File: config.mk
export PLATFORM = sky130hd
export DESIGN_NAME = mem_display
export DESIGN_NICKNAME = d
export VERILOG_FILES = /design/src/rtl/mem_display_pkg.sv /design/src/rtl/hex_to_seg7.sv /design/src/rtl/mem_display.sv
export SDC_FILE = /design/constraint.sdc
export NUM_CORES = 1
export LEC_CHECK = 0
export CELL_PAD_IN_SITES_DETAIL_PLACEMENT = 1
export CELL_PAD_IN_SITES_GLOBAL_PLACEMENT = 2
export CORE_MARGIN = 2
export CORE_UTILIZATION = 36
export DETAILED_ROUTE_END_ITERATION = 8
export GPL_ROUTABILITY_DRIVEN = 0
export PLACE_DENSITY = 0.95
export SYNTH_ARGS = -nofsm -noshare
export SYNTH_HDL_FRONTEND = slang
export SYNTH_SLANG_ARGS = --single-unit
File: constraint.sdc
create_clock -name CLK -period 10.15 [get_ports CLK]
set_input_delay 2.5375 -clock CLK [delete_from_list [all_inputs] [get_ports CLK]]
set_output_delay 2.5375 -clock CLK [all_outputs]
set_load 0.005 [all_outputs]
File: src/rtl/mem_display_pkg.sv
// Shared seven-segment constants for the memory display: hex glyph table,
// blank/dash patterns, digit count and the one-cold digit-enable helper.
package mem_display_pkg;

    localparam int NUM_DIGITS = 8;
    localparam int IDX_W      = $clog2(NUM_DIGITS);

    localparam logic [7:0] SEG_BLANK = 8'hFF;
    localparam logic [7:0] SEG_DASH  = 8'hBF;
    localparam logic [7:0] AN_RESET  = 8'hFE;

    // Active-low {dp,g,f,e,d,c,b,a}, dp off; entry [n] is the glyph for nibble n.
    localparam logic [15:0][7:0] HEX_SEG = {
        8'h8E, 8'h86, 8'hA1, 8'hC6, 8'h83, 8'h88, 8'h90, 8'h80,
        8'hF8, 8'h82, 8'h92, 8'h99, 8'hB0, 8'hA4, 8'hF9, 8'hC0
    };

    function automatic logic [NUM_DIGITS-1:0] digit_enable(input logic [IDX_W-1:0] idx);
        return ~(NUM_DIGITS'(1) << idx);
    endfunction

endpackage

File: src/rtl/hex_to_seg7.sv
// Combinational nibble-to-segment decoder with optional decimal point.
// Zero latency; no handshake.
module hex_to_seg7
    import mem_display_pkg::*;
(
    input  logic [3:0] nibble_i,
    input  logic       dp_on_i,
    output logic [7:0] seg_o
);

    always_comb begin
        seg_o = HEX_SEG[nibble_i];
        if (dp_on_i) begin
            seg_o[7] = 1'b0;
        end
    end

endmodule

File: src/rtl/mem_display.sv
// Captures BRAM read data READ_LATENCY cycles after the address settles and scans
// address/data onto an 8-digit display; seg/an registered; no backpressure.
module mem_display
    import mem_display_pkg::*;
#(
    parameter int READ_LATENCY = 2,
    parameter int DWELL_CYCLES = 100000
) (
    input  logic        CLK,
    input  logic        RST,
    input  logic [31:0] bram_addr,
    input  logic [31:0] bram_dout,
    input  logic        half_sel,
    input  logic [1:0]  byte_sel,
    output logic [7:0]  seg,
    output logic [7:0]  an,
    output logic [7:0]  led,
    output logic        data_valid
);

    localparam int DWELL_W = (DWELL_CYCLES > 2) ? $clog2(DWELL_CYCLES) : 1;
    localparam logic [DWELL_W-1:0] DWELL_LAST = DWELL_W'(DWELL_CYCLES - 1);
    localparam logic [2:0]         WAIT_LOAD  = 3'(READ_LATENCY);

    logic                  init_q;
    logic [31:0]           bram_addr_q;
    logic [31:0]           data_q, data_d;
    logic [2:0]            wait_q, wait_d;
    logic                  valid_q, valid_d;
    logic [7:0]            led_q, led_d;
    logic [DWELL_W-1:0]    dwell_q, dwell_d;
    logic [IDX_W-1:0]      idx_q, idx_d;
    logic [7:0]            seg_q, seg_d;
    logic [7:0]            an_q, an_d;

    logic                  addr_change;
    logic [15:0]           addr_lo;
    logic [15:0]           half_word;
    logic [3:0]            nibble;
    logic                  dp_on;
    logic [7:0]            dec_seg;

    // init_q makes the first cycle out of reset look like an address change.
    assign addr_change = init_q || (bram_addr_q != bram_addr);

    always_comb begin
        wait_d  = wait_q;
        valid_d = valid_q;
        data_d  = data_q;
        if (addr_change) begin
            wait_d  = WAIT_LOAD;
            valid_d = 1'b0;
        end else if (wait_q != 3'd0) begin
            wait_d = wait_q - 3'd1;
            if (wait_q == 3'd1) begin
                data_d  = bram_dout;
                valid_d = 1'b1;
            end
        end
    end

    always_comb begin
        led_d = led_q;
        if (valid_q) begin
            led_d = data_q[{byte_sel, 3'b000} +: 8];
        end
    end

    always_comb begin
        dwell_d = dwell_q + DWELL_W'(1);
        idx_d   = idx_q;
        if (dwell_q == DWELL_LAST) begin
            dwell_d = '0;
            idx_d   = idx_q + IDX_W'(1);
        end
    end

    // Segment content is built for idx_d so seg and an land on the same edge.
    assign addr_lo   = bram_addr_q[15:0];
    assign half_word = half_sel ? data_q[31:16] : data_q[15:0];
    assign nibble    = idx_d[2] ? addr_lo[{idx_d[1:0], 2'b00} +: 4]
                                : half_word[{idx_d[1:0], 2'b00} +: 4];
    assign dp_on     = (idx_d == IDX_W'(4));

    hex_to_seg7 u_hex_to_seg7 (
        .nibble_i (nibble),
        .dp_on_i  (dp_on),
        .seg_o    (dec_seg)
    );

    always_comb begin
        seg_d = dec_seg;
        if (!idx_d[2] && !valid_q) begin
            seg_d = SEG_DASH;
        end
        an_d = digit_enable(idx_d);
    end

    always_ff @(posedge CLK) begin
        if (RST) begin
            init_q      <= 1'b1;
            bram_addr_q <= '0;
            data_q      <= '0;
            wait_q      <= '0;
            valid_q     <= 1'b0;
            led_q       <= '0;
            dwell_q     <= '0;
            idx_q       <= '0;
            seg_q       <= SEG_BLANK;
            an_q        <= AN_RESET;
        end else begin
            init_q      <= 1'b0;
            bram_addr_q <= bram_addr;
            data_q      <= data_d;
            wait_q      <= wait_d;
            valid_q     <= valid_d;
            led_q       <= led_d;
            dwell_q     <= dwell_d;
            idx_q       <= idx_d;
            seg_q       <= seg_d;
            an_q        <= an_d;
        end
    end

    assign seg        = seg_q;
    assign an         = an_q;
    assign led        = led_q;
    assign data_valid = valid_q;

endmodule
# Word level (Yosys, flattened, before mapping)
# Memory sizes are Yosys's and may differ from the RTL's.
# Cells that the tools add are included.
[word_totals]
output_inout_bits = 25
reg_bits = 113
latch_bits = 0
word_cells = 47
mem_bits_rw = 0
inputBits = 69
memories = 1
rom_bits = 128
[memory_table]
columns = ["name", "depth", "word_bits", "rd", "rd_clocked_by_memory_dff", "write_ports", "line", "source"]
rows = [
  ["(name not given)", 16, 8, 1, 0, 0, "hex_to_seg7.sv:12", "seg_o = HEX_SEG[nibble_i];"],
]
[classes]
mux = 9
n_mul = 0
n_div = 0
reduce_logical = 11
n_shift = 4
add_sub_neg = 3
n_lt_le_gt_ge = 1
n_eq_ne = 4
bitwise = 2
[op_table]
columns = ["cell", "count"]
rows = [
  ["inequality test 32 bit", 1],
  ["variable part select 16 x 5 -> 4 bit", 2],
  ["variable part select 32 x 6 -> 8 bit", 1],
  ["adder 17 x 1 -> 17 bit (second input constant)", 1],
  ["== test 17 bit (second input constant)", 1],
  ["two-way mux 16 bit", 1],
  ["two-way mux 8 bit", 1],
  ["NOT 8 bit", 1],
  ["left shift 1 x 3 -> 8 bit (first input constant)", 1],
  ["two-way mux 7 bit", 1],
  ["OR reduction 2 bit", 3],
  ["< comparator 4 x 5 -> 1 bit (second input constant)", 1],
  ["two-way mux 2 bit", 2],
  ["two-way mux 4 bit", 1],
  ["adder 3 x 1 -> 3 bit (second input constant)", 1],
  ["== test 3 x 1 -> 1 bit (second input constant)", 1],
  ["== test 3 bit (second input constant)", 1],
  ["two-way mux 3 bit", 1],
  ["AND reduction 3 bit", 1],
  ["nonzero test 3 bit", 1],
  ["subtractor 3 x 1 -> 3 bit (second input constant)", 1],
  ["logical NOT 1 bit", 2],
  ["two-way mux 1 bit", 2],
  ["AND reduction 2 bit", 1],
  ["other kinds (4)", 4],
]

# Logic depth before layout (Yosys ltp)
# Gate-level depths: netlist of the first run.
[logic_depth]
depth_word = 7
depth_mapped = 16
ltp_nobuf = 14

# Cells and area by module
# A second synthesis of the first run with hierarchy kept.
[hier_totals]
cells_unflattened = 512
area_unflattened_um2 = 5091.1
[modules_own_cells]
columns = ["module", "seq_area_each_um2", "n_inst", "cells_per_inst", "area_per_inst_um2"]
rows = [
  ["mem_display", 2262.2, 1, 476, 4817.1],
  ["hex_to_seg7", 0.0, 1, 36, 274.0],
]

# Worst setup path before layout of the first run
# No wires, ideal clock.
[synth_timing]
path_kind = "input -> register"
startpoint = "input port half_sel"
endpoint = "register seg_q[0], in the netlist seg[0]"
path_slack_ns = 4.947
required_time_ns = 10.018
setup_time_ns = 0.132
path_buffers = 2
arrival_time_ns = 5.071
cell_stages = 11
path_cell_list = "clkbuf_1 > clkbuf_1 > mux2i_1 > nand3_1 > o21ai_2 > o22ai_1 > or4_4 > ha_1 > or3b_1 > o21ai_0 > o21ai_1"
[synth_between]
elab_chain_cells = 5
[synth_rtl]
columns = ["element", "line", "source"]
rows = [
  ["start, declared", "mem_display.sv:13", "input logic half_sel,"],
  ["two-way mux 16 bit", "mem_display.sv:80", "assign half_word = half_sel ? data_q[31:16] : data_q[15:0];"],
  ["variable part select 16 x 5 -> 4 bit", "mem_display.sv:82", ": half_word[{idx_d[1:0], 2'b00} +: 4];"],
  ["two-way mux 4 bit", "mem_display.sv:81", "assign nibble = idx_d[2] ? addr_lo[{idx_d[1:0], 2'b00} +: 4]"],
  ["memory read (16 x 8 bit)", "-", ""],
  ["two-way mux 8 bit (not written as such)", "hex_to_seg7.sv:12", ""],
  ["end signal, assigned", "mem_display.sv:120", "seg_q <= seg_d;"],
  ["end, declared", "mem_display.sv:33", "logic [7:0] seg_q, seg_d;"],
]
# Every way passes these cells. The select of a mux whose other input is x is not followed.
# A chain may end at the register's enable or synchronous reset.

# Worst setup path in the final report of the first run
# Same ends and word-level chain as after synthesis.

==> results of run 1 <==
==> cell usage after synthesis (7+ instances only) <==
library cell	n	area share
dfxtp_1	113	0.43
ha_1	10	0.024
xor2_1	38	0.064
a21oi_1	8	0.0077
nor4_1	9	0.011
nand2_1	19	0.014
o21ai_0	7	0.0067
nor2_1	78	0.056
xnor2_1	11	0.018
nor2b_1	33	0.039
mux4_2	14	0.060
inv_1	9	0.0065
mux2i_1	62	0.12
nand3_1	18	0.017
o211ai_1	7	0.010
clkbuf_1	17	0.012
==> power by group <==
group          internal [mW]  switching, mW
Combinational         0.0382         0.0258
Clock                  0.377          0.193
Sequential             0.453        0.00632
Total                  0.868          0.225
==> metal layers <==
layer / share of wire / global-route usage / up-vias
met2: 0.49 / 0.309 / 96
met3: 0.040 / 0.0425 / 25
met5: 0 / 0 / -
met4: 0.026 / 0.0879 / 0
li1: - / - / 1967
met1: 0.45 / 0.221 / 1961
==> kinds of logic (layout without fill, tap and decap cells) <==
group | after synthesis | in the layout | synth area share
simple gates | 191 | 191 | 0.184
flops | 113 | 113 | 0.432
mux | 79 | 79 | 0.185
xor+xnor | 49 | 49 | 0.0820
compound gates | 40 | 40 | 0.0526
buf+inv | 37 | 135 | 0.0399
fa+ha+maj | 10 | 10 | 0.0239
==> final cells by class <==
class / instances / area, um^2
sequential: 113 / 2260
inverter: 9 / 33.8
clock inverter: 5 / 50.0
fill: 1592 / 7550
multi-input combinational: 369 / 2770
clock buffer: 25 / 526
tap: 184 / 230
timing repair buffer: 96 / 948
==> sequential cells by signal, summed over array words and instances, names as in the netlist <==
register / cells
init_q: 1
an: 8
data_valid: 1
data_q: 32
dwell_q: 17
idx_q: 3
seg: 8
bram_addr_q: 32
led: 8
wait_q: 3
==> worst register-to-register path, cell delays in order, from the launching register on <==
cell	delay, ns
dfxtp_1	0.34
or4_1	0.55
or4_4	0.55
or3_4	0.44
and2_4	0.27
o21ai_2	0.14
o22ai_1	0.10
or4_4	0.61
ha_1	0.26
or3b_1	0.38
o21ai_0	0.08
o21ai_1	0.08
==> worst max path at each step <==
stage | endpoint | slack [ns] | depth (start not counted)
6_report | seg[0] | 4.76 | 10
5_1_grt | seg[0] | 4.55 | 10
4_1_cts | seg[0] | 4.80 | 10
3_5_place_dp | seg[0] | 4.37 | 10
3_3_place_gp | seg[0] | 4.45 | 10
2_1_floorplan | seg[0] | 4.95 | 11
==> results.cfg, run 1 <==
[run_status]
status = finished, final reports clean

[worst_hold_path]
min_path_cells = 1
holdPathEnd = dwell_q[0]
hold_path.class = register to register
hold_start = dwell_q[0]

[detailed_routing]
routed_wl_mm = 13.8
drtPass1Iterations = 4
drc = 0
wl_per_cell_um = 17.3
viasPerCell = 5.05
via_count = 4049
ant_nets = 0
drtIter0Drc = 121

[clock_tree]
post_cts_buffers = 0
cts_hold_buf = 0
htree_levels = 4
insertion_delay_ns = 0.41
cts_max_path_buffers = 2
clkSinkCount = 113
cts_buffers = 17
cts_resized = 0
clk_pin_slew_ns = 0.05
cts_tree = built
cts_root_buf = clkbuf_16

[power]
finalPower_mw = 1.09
ir_drop_mv = 0.0829
powerDensity_nw_per_um2 = 160
leakage_nw = 2.56

[sta]
layout_setup_ws_ns = 4.76
hold_viol_final = 0
tns_ns = 0
slew_headroom = 0.404
tightest_slew_ns = 0.891
period_minus_slack_ns = 5.39
maxSlewViolCount = 0
holdWs_ns = 0.445
grt_setup_unrepaired = no
finalSetupViolCount = 0
clock_skew_ns = 0.00685
fmax_mhz = 186
fin_crit_sh = 0.531

[place]
placed_cells = 771
numPortBuffers = 93
place_area_um2 = 6240
dp.final_hpwl_mm = 10.1
preCtsSetupSlack_ns = 4.37

[worst_setup_path]
cp_data_required_time_ns = 10.43
reg2reg_slack_ns = 6.22
critPathLaunch = half_sel
critPathKind = input port to register
cpMostUsedCell = mux4_2
timing.rr.start = dwell_q[8]
crit_arrival_ns = 5.67
worstPathMaxFanout = 16
cp-start-kind = input port
reg2reg_depth = 11
crit_family = buffers and inverters
path_buf_inv = 2
end_kind = register
cpPeakStageDelay_ns = 1.06
cp_slowest_cell = clkdlybuf4s50_1
reg2reg_to = seg[0]
cp_cell_sequence = clkdlybuf4s50_1 -> mux4_2 -> mux4_2 -> nand2_1 -> o21a_1 -> inv_1 -> ha_1 -> or3b_1 -> o21ai_0 -> o21ai_1

[global_routing]
grt.overflow.total = 0
grt_pass1_vias = 4449
grtUsageTotal = 0.184
antenna_found_initial = 0
grt_pass1_wl_mm = 22.4
grt_max_degree = 89

[die]
initial_core_util = 0.364
num_io_pins = 94
die_area_um2 = 15500
die_y_um = 125
core-area_um2 = 14400
die_w_um = 125
rows = 44

[yosys]
async_reset_ff_frac = 0
synth_nets = 598
yosys_warnings = 0
synth_edf_count = 0
syn-cell-area_um2 = 5230
synth_cell_types = 50
yosysSeqAreaShare = 0.432
synth_flop_cell = dfxtp_1
ys_ff_latch = 113
postSynthCellCount = 519
avgSynthCellArea_um2 = 10.1

[layout]
fin_cells = 801
postLayoutCellArea_um2 = 6820
layout.nets = 685
area_delta_synth_final_pct = 30.3
layout_common_cells = dfxtp_1 (113), clkdlybuf4s50_1 (92), nor2_1 (78), mux2i_1 (62), xor2_1 (38)
postLayoutCoreUtil = 0.474
final_common_cell = dfxtp_1
diodes = 0
layout-drive-gt1-share = 0.109

[job]
maxCapViolCount = 0
(Power assumes the default switching activity.)
==> run 2, diff against run 1 <==
CORE_UTILIZATION = 30   (was 36)
PLACE_DENSITY = 0.85   (was 0.95)
clock period = 4.5 ns   (was 10.15 ns; I/O delays follow)
==> results.cfg, run 2 (same netlist as run 1, synthesis figures left out) <==
[run_status]
status = finished, final reports clean

[die]
num_io_pins = 94
core-area_um2 = 17200
initial_core_util = 0.305
die_w_um = 136
rows = 48
die_y_um = 136
die_area_um2 = 18500

[detailed_routing]
drc = 0
via_count = 4113
drtPass1Iterations = 4
drtIter0Drc = 175
routed_wl_mm = 14.2
wl_per_cell_um = 16.8
viasPerCell = 4.87
ant_nets = 0

[layout]
layout.nets = 688
fin_cells = 845
final_common_cell = dfxtp_1
layout-drive-gt1-share = 0.106
area_delta_synth_final_pct = 31.5
postLayoutCellArea_um2 = 6880
layout_common_cells = dfxtp_1 (113), clkdlybuf4s50_1 (92), nor2_1 (78), mux2i_1 (62), xor2_1 (38)
reg_top3 = bram_addr_q (32), data_q (32), dwell_q (17)
diodes = 0
n_fill_cell = 1956

[worst_setup_path]
cp_data_required_time_ns = 4.77
reg2reg_depth = 11
cp_cell_sequence = or4_1 -> or4_4 -> or3_4 -> and2_4 -> o21ai_2 -> o22ai_1 -> or4_4 -> ha_1 -> or3b_1 -> o21ai_0 -> o21ai_1
cpMostUsedCell = or4_4
cp-start-kind = register
cpPeakStageDelay_ns = 0.60
worstPathMaxFanout = 18
cp_slowest_cell = or4_4
crit_cells = 11
crit_arrival_ns = 4.21
end_kind = register
crit_family = simple AND/OR/NAND/NOR gates
path_buf_inv = 0
critPathKind = register to register

[sta]
tns_ns = 0
hold_viol_final = 0
finalSetupViolCount = 0
tightest_slew_ns = 0.774
holdWs_ns = 0.447
layout_setup_ws_ns = 0.559
maxSlewViolCount = 0
period_minus_slack_ns = 3.94
fin_crit_sh = 0.876
slew_headroom = 0.484
clock_skew_ns = 0.00662
fmax_mhz = 254
grt_setup_unrepaired = no

[global_routing]
grt_max_degree = 41
antenna_found_initial = 0
grt_pass1_vias = 4403
grtUsageTotal = 0.163
grt.overflow.total = 0
grt_pass1_wl_mm = 22.9

[place]
place_area_um2 = 6330
numPortBuffers = 93
dp.final_hpwl_mm = 10.7
placed_cells = 815
preCtsSetupSlack_ns = 0.395

[power]
ir_drop_mv = 0.254
powerDensity_nw_per_um2 = 355
leakage_nw = 2.56

[job]
maxCapViolCount = 0

[clock_tree]
cts_max_path_buffers = 2
cts_hold_buf = 0
htree_levels = 4
cts_root_buf = clkbuf_16
post_cts_buffers = 0
clk_pin_slew_ns = 0.05
cts_tree = built
cts_buffers = 17
insertion_delay_ns = 0.41
clkSinkCount = 113
cts_resized = 0

[worst_hold_path]
hold_path.class = register to register
min_path_cells = 1
## run 2: changes by cell type in the layout (fill, tap and decap cells not counted), sizes merged
cell	change
clkbuf	-1
bufinv	+1
clkinvlp	+1
buf	+3
clkinv	-1
## run 2: where the power goes
group          switching, mW  internal (mW)  total, mW
combinational         0.0576         0.0867      0.144
sequential            0.0142           1.02       1.04
clock                  0.434          0.832       1.27
total                  0.505           1.94       2.45
## run 2: worst paths after layout
check,start,end,slack [ns]
worst max register to register,dwell_q[8],seg[0],0.56
worst max-delay path,dwell_q[8],seg[0],0.56
worst min register to register,dwell_q[0],dwell_q[0],0.45
worst min-delay path,dwell_q[0],dwell_q[0],0.45
## run 2: per-layer routing
layer  wire [um]  share of wire  track usage  up-vias
li1            -              -            -     1977
met1        6360           0.45        0.197     2031
met2        6980           0.49        0.271       93
met3         660          0.047       0.0597       12
met4         180          0.013       0.0463        0
met5           0              0            0        -
## run 2: worst reg2reg max path, cell delays in order (launching register included)
cell     delay (ns)
dfxtp_1        0.33
or4_1          0.53
or4_4          0.53
or3_4          0.44
and2_4         0.27
o21ai_2        0.18
o22ai_1        0.11
or4_4          0.60
ha_1           0.26
or3b_1         0.37
o21ai_0        0.08
o21ai_1        0.10
## run 2: per-stage QoR
step	total power [mW]	util
after floorplan	1.11	-
after global routing	2.56	0.401
final	2.45	0.401
after detailed placement	1.20	0.368
after CTS	2.48	0.401
after global placement	1.20	0.368
## run 2: area by class of cell
cell class              instances  area [um^2]  share of cell area
clock buffers                  24          472              0.0685
repair buffers                 99          983               0.143
inverters                       9         33.8             0.00491
well taps                     225          282              0.0409
clock inverters                 6         82.6              0.0120
multi-input cells             369         2770               0.402
flip-flops and latches        113         2260               0.329
